`config.mk`:
```
export PLATFORM = sky130hd
export DESIGN_NAME = pulse_delay_meter
export DESIGN_NICKNAME = d
export VERILOG_FILES = /design/src/rtl/pulse_delay_meter_pkg.sv /design/src/rtl/pulse_delay_meter_rise_edge_det.sv /design/src/rtl/pulse_delay_meter.sv
export SDC_FILE = /design/constraint.sdc
export NUM_CORES = 1
export LEC_CHECK = 0
export CAP_MARGIN = 10
export CORE_UTILIZATION = 56
export DETAILED_ROUTE_END_ITERATION = 6
export GPL_TIMING_DRIVEN = 0
export HOLD_SLACK_MARGIN = 0.06
export PLACE_DENSITY = 0.91
export SETUP_SLACK_MARGIN = 0.3
export SLEW_MARGIN = 20
export SYNTH_ARGS = -nofsm -noshare
export SYNTH_HDL_FRONTEND = slang
export SYNTH_HIERARCHICAL = 1
export SYNTH_SLANG_ARGS = --single-unit
```
`constraint.sdc`:
```
create_clock -name alg_clk -period 4.9 [get_ports alg_clk]
set_input_delay 0.735 -clock alg_clk [delete_from_list [all_inputs] [get_ports alg_clk]]
set_output_delay 0.735 -clock alg_clk [all_outputs]
set_load 0.02 [all_outputs]
```
`src/rtl/pulse_delay_meter_pkg.sv`:
```
// Shared types and default sizing for the pulse delay meter.
package pulse_delay_meter_pkg;

  typedef enum logic {
    IDLE  = 1'b0,
    COUNT = 1'b1
  } meter_state_t;

  localparam int DEF_CNT_W   = 16;
  localparam int DEF_MAX_CNT = 65535;
  localparam int DEF_MISS_W  = 8;

endpackage

```
`src/rtl/pulse_delay_meter_rise_edge_det.sv`:
```
// Rising-edge detector: one registered history bit, combinational rise output.
module rise_edge_det (
  input  logic alg_clk,
  input  logic alg_rst_n,
  input  logic din,
  output logic rise
);

  logic din_d;

  // History clears to 0 so an input already high after reset reads as a rise.
  always_ff @(posedge alg_clk) begin
    if (!alg_rst_n) din_d <= 1'b0;
    else            din_d <= din;
  end

  assign rise = din & ~din_d;

endmodule

```
`src/rtl/pulse_delay_meter.sv`:
```
// Measures alg_clk cycles between a start rise and the matching stop rise.
module pulse_delay_meter
  import pulse_delay_meter_pkg::*;
#(
  parameter int CNT_W   = DEF_CNT_W,
  parameter int MAX_CNT = DEF_MAX_CNT,
  parameter int MISS_W  = DEF_MISS_W
) (
  input  logic              alg_clk,
  input  logic              alg_rst_n,
  input  logic              meas_en,
  input  logic              start_pulse,
  input  logic              stop_pulse,
  output logic [CNT_W-1:0]  delay_cnt,
  output logic              delay_valid,
  output logic              timeout,
  output logic              busy,
  output logic [MISS_W-1:0] missed_starts
);

  localparam logic [CNT_W-1:0] LIMIT = CNT_W'(MAX_CNT);

  logic [1:0] pulse_in, pulse_rise;
  logic       start_rise, stop_rise;

  assign pulse_in = {stop_pulse, start_pulse};

  for (genvar i = 0; i < 2; i++) begin : g_det
    rise_edge_det u_det (
      .alg_clk   (alg_clk),
      .alg_rst_n (alg_rst_n),
      .din       (pulse_in[i]),
      .rise      (pulse_rise[i])
    );
  end

  assign start_rise = pulse_rise[0];
  assign stop_rise  = pulse_rise[1];

  meter_state_t     state, state_nxt;
  logic [CNT_W-1:0] elapsed;
  logic             ld_start, cnt_inc, take_stop, take_zero, fire_to, miss_inc;

  always_comb begin
    state_nxt = state;
    ld_start  = 1'b0;
    cnt_inc   = 1'b0;
    take_stop = 1'b0;
    take_zero = 1'b0;
    fire_to   = 1'b0;
    miss_inc  = 1'b0;
    case (state)
      IDLE: begin
        if (meas_en && start_rise) begin
          if (stop_rise) take_zero = 1'b1;
          else begin
            state_nxt = COUNT;
            ld_start  = 1'b1;
          end
        end
      end
      COUNT: begin
        miss_inc = start_rise;
        // Disable wins over a coincident stop: the measurement is simply dropped.
        if (!meas_en) state_nxt = IDLE;
        else if (stop_rise) begin
          state_nxt = IDLE;
          take_stop = 1'b1;
        end else if (elapsed == LIMIT) begin
          state_nxt = IDLE;
          fire_to   = 1'b1;
        end else cnt_inc = 1'b1;
      end
      default: state_nxt = IDLE;
    endcase
  end

  // elapsed holds the edge distance from the start edge to the edge being evaluated.
  always_ff @(posedge alg_clk) begin
    if (!alg_rst_n) begin
      state         <= IDLE;
      elapsed       <= '0;
      delay_cnt     <= '0;
      delay_valid   <= 1'b0;
      timeout       <= 1'b0;
      missed_starts <= '0;
    end else begin
      state       <= state_nxt;
      delay_valid <= take_stop | take_zero;
      timeout     <= fire_to;
      if (ld_start)     elapsed <= CNT_W'(1);
      else if (cnt_inc) elapsed <= elapsed + CNT_W'(1);
      if (take_stop)      delay_cnt <= elapsed;
      else if (take_zero) delay_cnt <= '0;
      if (miss_inc && !(&missed_starts)) missed_starts <= missed_starts + MISS_W'(1);
    end
  end

  assign busy = (state == COUNT);

endmodule

```
==> impl_metrics.csv, run 1 <==
group,metric,value,unit
status,outcome,"finished clean",
setup_path,cp-start-kind,"primary input",
layout,multi_input_area,971,um^2
synthesis,netlist_area,1930,um^2
timing,setup_viol,0,
power_and_ir_drop,switching_power,0.134,mW
clock_network,clkTransAtPathRegs,130,ps
synthesis,syn_inst,209,
synthesis,ys_seq_area_share,46.6,%
clock_network,cts-root-buf,"clkbuf_4",
power_and_ir_drop,powerDensity,242,nW/um^2
run,drv_cap,0,
timing,hold_slack,507,ps
synthesis,yosysUniqueCellTypes,47,
setup_path,cp_slowest_stage_delay,570,ps
floorplan,start_util,61.3,%
placement,port_buffers,31,
power_and_ir_drop,clockPowerShare,30.1,%
floorplan,die_area,3690,um^2
layout,stdcell_count,292,
power_and_ir_drop,seq_power_share,65.1,%
setup_path,crit_fanout,7,
power_and_ir_drop,peakVddDrop,0.219,mV
layout,drive_above_1_share,7.66,%
placement,dp.cells,284,
floorplan,io_pins,32,
clock_network,cts_buffers,5,
layout,fin_nets,254,
clock_network,post_cts_resized,0,
floorplan,fp.dieH,60.8,um
timing,tns,0,ps
global_routing,grt_pass1_wl,6960,um
clock_network,cts_setup_buffers,0,
layout,layout_commonest_cell,"dfxtp_1",
layout,mostFrequentLayoutCells,"dfxtp_1, clkdlybuf4s50_1, nor2_1",
synthesis,yosys_warnings,6,
timing,fin_crit_sh,49.5,%
clock_network,cts_tree,"done",
timing,worst_pin_slew,682,ps
layout,antenna_cells,0,
global_routing,grt_max_degree,14,
timing,final_hold_viol_count,0,
global_routing,grt_pass1_vias,1584,
placement,dp_hpwl,3020,um
floorplan,core_region_area,3150,um^2
power_and_ir_drop,switching_share,23.7,%
timing,slew_headroom,54.2,%
route,drt_first_pass_iters,4,
global_routing,overflow,0,
power_and_ir_drop,internal_power,0.433,mW
setup_path,crit_chain,"clkdlybuf4s50_1 > nor2b_4 > nand3b_1 > or4_4 > or4_1 > a21oi_1",
layout,register_area,901,um^2
setup_path,endpoint_kind,"flop",
hold_path,hp-class,"reg -> reg",
layout,syn_to_final_growth,21.6,%
route,drt_iter0_drc,181,
setup_path,slowest_stage,"or4_4",
synthesis,postSynth.asyncResetShare,0,%
clock_network,cts_buffer_depth,2,
synthesis,ys_seq_elements,45,
placement,place.gp.congestion,0.812,
timing,fin_crit,2430,ps
layout,fillers,248,
route,post_drt_wl_per_cell,14.4,um
timing,fmaxAchievable,0.412,GHz
route,ant_nets,0,
power_and_ir_drop,p_leak,0.769,nW
route,vias,1742,
timing,rsz0062_at_grt,"false",
timing,skew,10.2,ps
synthesis,avgSynthCellArea,9.25,um^2
synthesis,synth_ff_type,"dfxtp_1",
clock_network,htree_levels,2,
floorplan,rows,20,
setup_path,worst-endpoint-required,5200,ps
route,drc,0,
synthesis,synth_fp_nets,216,
timing,report.final.slew_viol_count,0,
clock_network,hold_buffers,0,
setup_path,crit_type,"in -> reg",
global_routing,antenna_found_initial,0,
route,drt-total-wl,4200,um
clock_network,cts_sinks,45,
global_routing,gr-usage-all-layers,25.6,%
power_and_ir_drop,pwr-share-comb,4.8,%
floorplan,die_x,60.8,um
setup_path,critPathArrivalTime,2730,ps
route,vias_per_cell,5.97,
synthesis,synth_edf_count,0,
clock_network,clkLatencyLatePin,360,ps
## sequential cells by signal (all words and copies together) (netlist names)
name	count
g_det.u_det/din_d	2
delay_cnt	16
timeout	1
busy	1
delay_valid	1
missed_starts	8
elapsed	16
## path summary, 6_finish.rpt
check,startpoint,endpoint,slack [ps],cells past startpoint
max reg2reg,elapsed[0],elapsed[5],2860,6
min reg2reg,missed_starts[6],missed_starts[6],510,2
max,stop_pulse,elapsed[13],2470,6
min,missed_starts[6],missed_starts[6],510,2
## cells in the mapped netlist (3+ instances only)
cell      instances  area (um^2)
or3_1             5         31.3
nand3_1           6         30.0
nand2_1          10         37.5
inv_1             4         15.0
nand4_1           3         18.8
o31ai_1           8         60.1
o21ai_0           6         30.0
a21oi_1          16         80.1
and3_1            3         18.8
clkbuf_1          5         18.8
dfxtp_1          45          901
xnor2_1           4         35.0
nor2_1           27          101
mux2i_1           3         30.0
a22oi_1          16          120
nand3b_1          3         22.5
or4_1             7         52.6
## per-stage QoR
step | instance area (um^2) | worst slack, ps | util (%) | power (mW)
4_1_cts | 2350 | 2480 | 74.5 | 0.568
3_3_place_gp | 2300 | 2150 | 72.9 | 0.405
5_1_grt | 2350 | 2400 | 74.5 | 0.586
2_1_floorplan | 1930 | 2720 | - | 0.394
6_report | 2350 | 2470 | 74.5 | 0.568
3_5_place_dp | 2300 | 2120 | 72.9 | 0.405
## power by group through the flow
stage / clock, mW / sequential, mW / combinational, mW
global route: 0.186 / 0.370 / 0.0296
detailed placement: 0 / 0.378 / 0.0268
finish: 0.171 / 0.370 / 0.0270
CTS: 0.171 / 0.370 / 0.0270
global placement: 0 / 0.378 / 0.0265
floorplan: 0 / 0.379 / 0.0155
## logic make-up after synthesis
group,synth area share (%)
xor gates and xnor gates,2.27
adders and majority gates,1.29
buffers and inverters,3.17
AOI/OAI and AO/OA,19.3
DFF,46.6
muxes,1.55
and+or+nand+nor,25.8
## layer usage
| metal | track usage [%] | wire length (um) | vias up |
|---|---|---|---|
| li1 | - | - | 858 |
| met1 | 33.3 | 1940 | 821 |
| met2 | 41.3 | 1950 | 54 |
| met3 | 5.76 | 228 | 9 |
| met4 | 10.4 | 82 | 0 |
| met5 | 0 | 0 | - |
## critical path, delay by kind of cell
family | cells | cell delay, ps
buffers and inverters | 1 | 420
AO/OA/AOI/OAI | 1 | 150
AND/OR/NAND/NOR | 4 | 1430
## cell type report
type	instances	area share, %
Clock inverter	2	0.426
Buffer	8	1.81
Clock buffer	6	1.76
Multi-Input combinational cell	151	41.3
Timing Repair Buffer	31	13.2
Sequential cell	45	38.3
Inverter	5	0.799
Tap cell	44	2.34
Note: power is estimated with default switching activity, not from simulation.
==> inputs of run 2 (changes only) <==
Settings changed: CORE_UTILIZATION 56 to 47, PLACE_DENSITY 0.91 to 0.83.
Clock period 4.9 ns to 1.9 ns, I/O delays scaled along.
==> run 2 against run 1 <==
  * Non-clock buffer count up 35
  * Largest power group unchanged
  * Cell count up 13%
  * Wire length up 40%
  * Hold slack worse by 280 ps
  * Largest cell class unchanged
  * Critical endpoint is now elapsed[7]
  * Global-route usage down 0.62 points
  * Sequential share of layout area down 5.3 points
  * Count of clock-buffer cells in the layout up 1
  * Highest routed layer unchanged
==> impl_metrics.csv, run 2 (synthesis gave the netlist of run 1 again) <==
group,metric,value,unit
timing,final_hold_viol_count,0,
timing,slew_headroom,62.6,%
layout,antenna_cells,0,
placement,place.gp.congestion,0.832,
timing,report.final.slew_viol_count,0,
route,vias,1965,
layout,mostFrequentLayoutCells,"buf_4, nor2_1, dfxtp_1",
route,drt_first_pass_iters,5,
route,drt_iter0_drc,169,
setup_path,cp-start-kind,"flop",
clock_network,cts_buffers,5,
clock_network,cts_buffer_depth,2,
floorplan,die_area,4370,um^2
clock_network,clkLatencyLatePin,310,ps
timing,worst_slack,120,ps
power_and_ir_drop,pwr-share-comb,6.0,%
clock_network,hold_buffers,0,
run,drv_cap,0,
setup_path,endpoint_kind,"flop",
clock_network,htree_levels,2,
power_and_ir_drop,switching_power,0.392,mW
clock_network,clkTransAtPathRegs,80,ps
layout,syn_to_final_growth,49.6,%
timing,fmaxAchievable,0.562,GHz
placement,dp_hpwl,3010,um
floorplan,start_util,50.9,%
route,vias_per_cell,5.94,
timing,setup_viol,0,
clock_network,cts-root-buf,"clkbuf_8",
power_and_ir_drop,clockPowerShare,38.8,%
global_routing,grt_pass1_wl,8170,um
power_and_ir_drop,peakVddDrop,0.564,mV
placement,dp.cells,288,
layout,layout_commonest_cell,"buf_4",
floorplan,fp.dieH,66.1,um
hold_path,hp-class,"in -> reg",
global_routing,overflow,0,
route,post_drt_wl_per_cell,17.8,um
layout,stdcell_count,331,
floorplan,rows,22,
timing,fin_crit,1780,ps
placement,pre_cts_ws,-358,ps
setup_path,crit_fanout,4,
floorplan,die_x,66.1,um
floorplan,io_pins,32,
route,drt-total-wl,5880,um
power_and_ir_drop,powerDensity,587,nW/um^2
setup_path,critPathArrivalTime,2020,ps
timing,hold_slack,225,ps
layout,fin_nets,289,
clock_network,cts_tree,"done",
route,ant_nets,0,
timing,worst_pin_slew,561,ps
clock_network,cts_sinks,45,
layout,drive_above_1_share,35.0,%
setup_path,worst-endpoint-required,2140,ps
status,outcome,"finished clean",
placement,port_buffers,31,
route,drc,0,
global_routing,grt_max_degree,14,
global_routing,grt_pass1_vias,1825,
floorplan,core_region_area,3800,um^2
layout,reg_top3,"delay_cnt x16, elapsed x16, missed_starts x8",
timing,rsz0062_at_grt,"true",
timing,fin_crit_sh,93.7,%
placement,dpl-instance-area,2350,um^2
timing,skew,4.63,ps
power_and_ir_drop,seq_power_share,55.2,%
power_and_ir_drop,internal_power,1.31,mW
layout,final_area,2890,um^2
power_and_ir_drop,switching_share,23.1,%
global_routing,antenna_found_initial,0,
setup_path,crit_type,"reg -> reg",
power_and_ir_drop,p_leak,1.10,nW
global_routing,gr-usage-all-layers,25.0,%
-- run 2: changes by cell type in the layout (fill, tap and decap cells not counted), moves of 3 or more --
cell             previous run  this run
buf_4                       0        32
dfxtp_1                    45        25
dfxtp_4                     0        12
clkdlybuf4s50_1            31        22
dfxtp_2                     0         8
clkbuf_8                    0         7
dlygate4sd2_1               0         6
clkbuf_4                    6         1
buf_6                       1         5
clkbuf_1                    6         2
a21oi_1                    16        13
a21oi_2                     0         3
dlymetal6s2s_1              0         3
or4_4                       1         4
-- run 2: layer usage --
metal	part of all wire [%]	GRT usage [%]	vias to the layer above	wire length (um)
li1	-	-	933	-
met1	41	30.5	932	2430
met2	50	41.7	80	2910
met3	5.3	5.52	20	309
met4	3.8	11.2	0	226
met5	0	0	-	0
-- run 2: stage by stage --
stage	total power, mW	utilization [%]	TNS, ps
global route	1.76	76.1	0
finish	1.70	76.1	0
CTS	1.69	69.4	0
global placement	1.04	61.9	-5340
detailed placement	1.04	61.9	-5720
floorplan	1.01	-	0
-- run 2: critical path, cell delays in order, from the launching register on --
cell and delay [ps]:
dfxtp_2 340, nor2b_4 40, nand3b_1 210, buf_4 190, buf_4 140, or2_4 240, or4_4 430, a21oi_2 120
-- run 2: repair_timing --
action | 4_1_cts | 5_1_grt
endpoints found under the setup margin | 31 | 37
setup buffers | 19 | 16
resized for setup | 24 | 41
pin swaps | 11 | 15
-- run 2: layout make-up --
type | instances | area [um^2]
buffer | 8 | 48.8
clock buffer | 7 | 96.3
clock inverter | 1 | 5.00
fill | 240 | 907
inverter | 5 | 22.5
multi-input combinational | 151 | 1110
sequential | 45 | 956
tap | 48 | 60.1
timing repair buffer | 66 | 588
-- run 2: final timing paths --
| kind | from | end | slack (ps) | depth (start not counted) |
|---|---|---|---|---|
| max | g_det[1].u_det/din_d | elapsed[7] | 120 | 7 |
| min | start_pulse | g_det[0].u_det/din_d | 230 | 2 |
| max reg2reg | g_det[1].u_det/din_d | elapsed[7] | 120 | 7 |
| min reg2reg | missed_starts[6] | missed_starts[6] | 510 | 2 |
-- run 2: power groups by stage --
stage	logic (mW)	registers [mW]	clock network, mW
2_1_floorplan	0.0403	0.975	0
3_3_place_gp	0.0695	0.973	0
3_5_place_dp	0.0707	0.974	0
4_1_cts	0.0825	0.949	0.655
5_1_grt	0.108	0.938	0.710
6_report	0.102	0.938	0.658
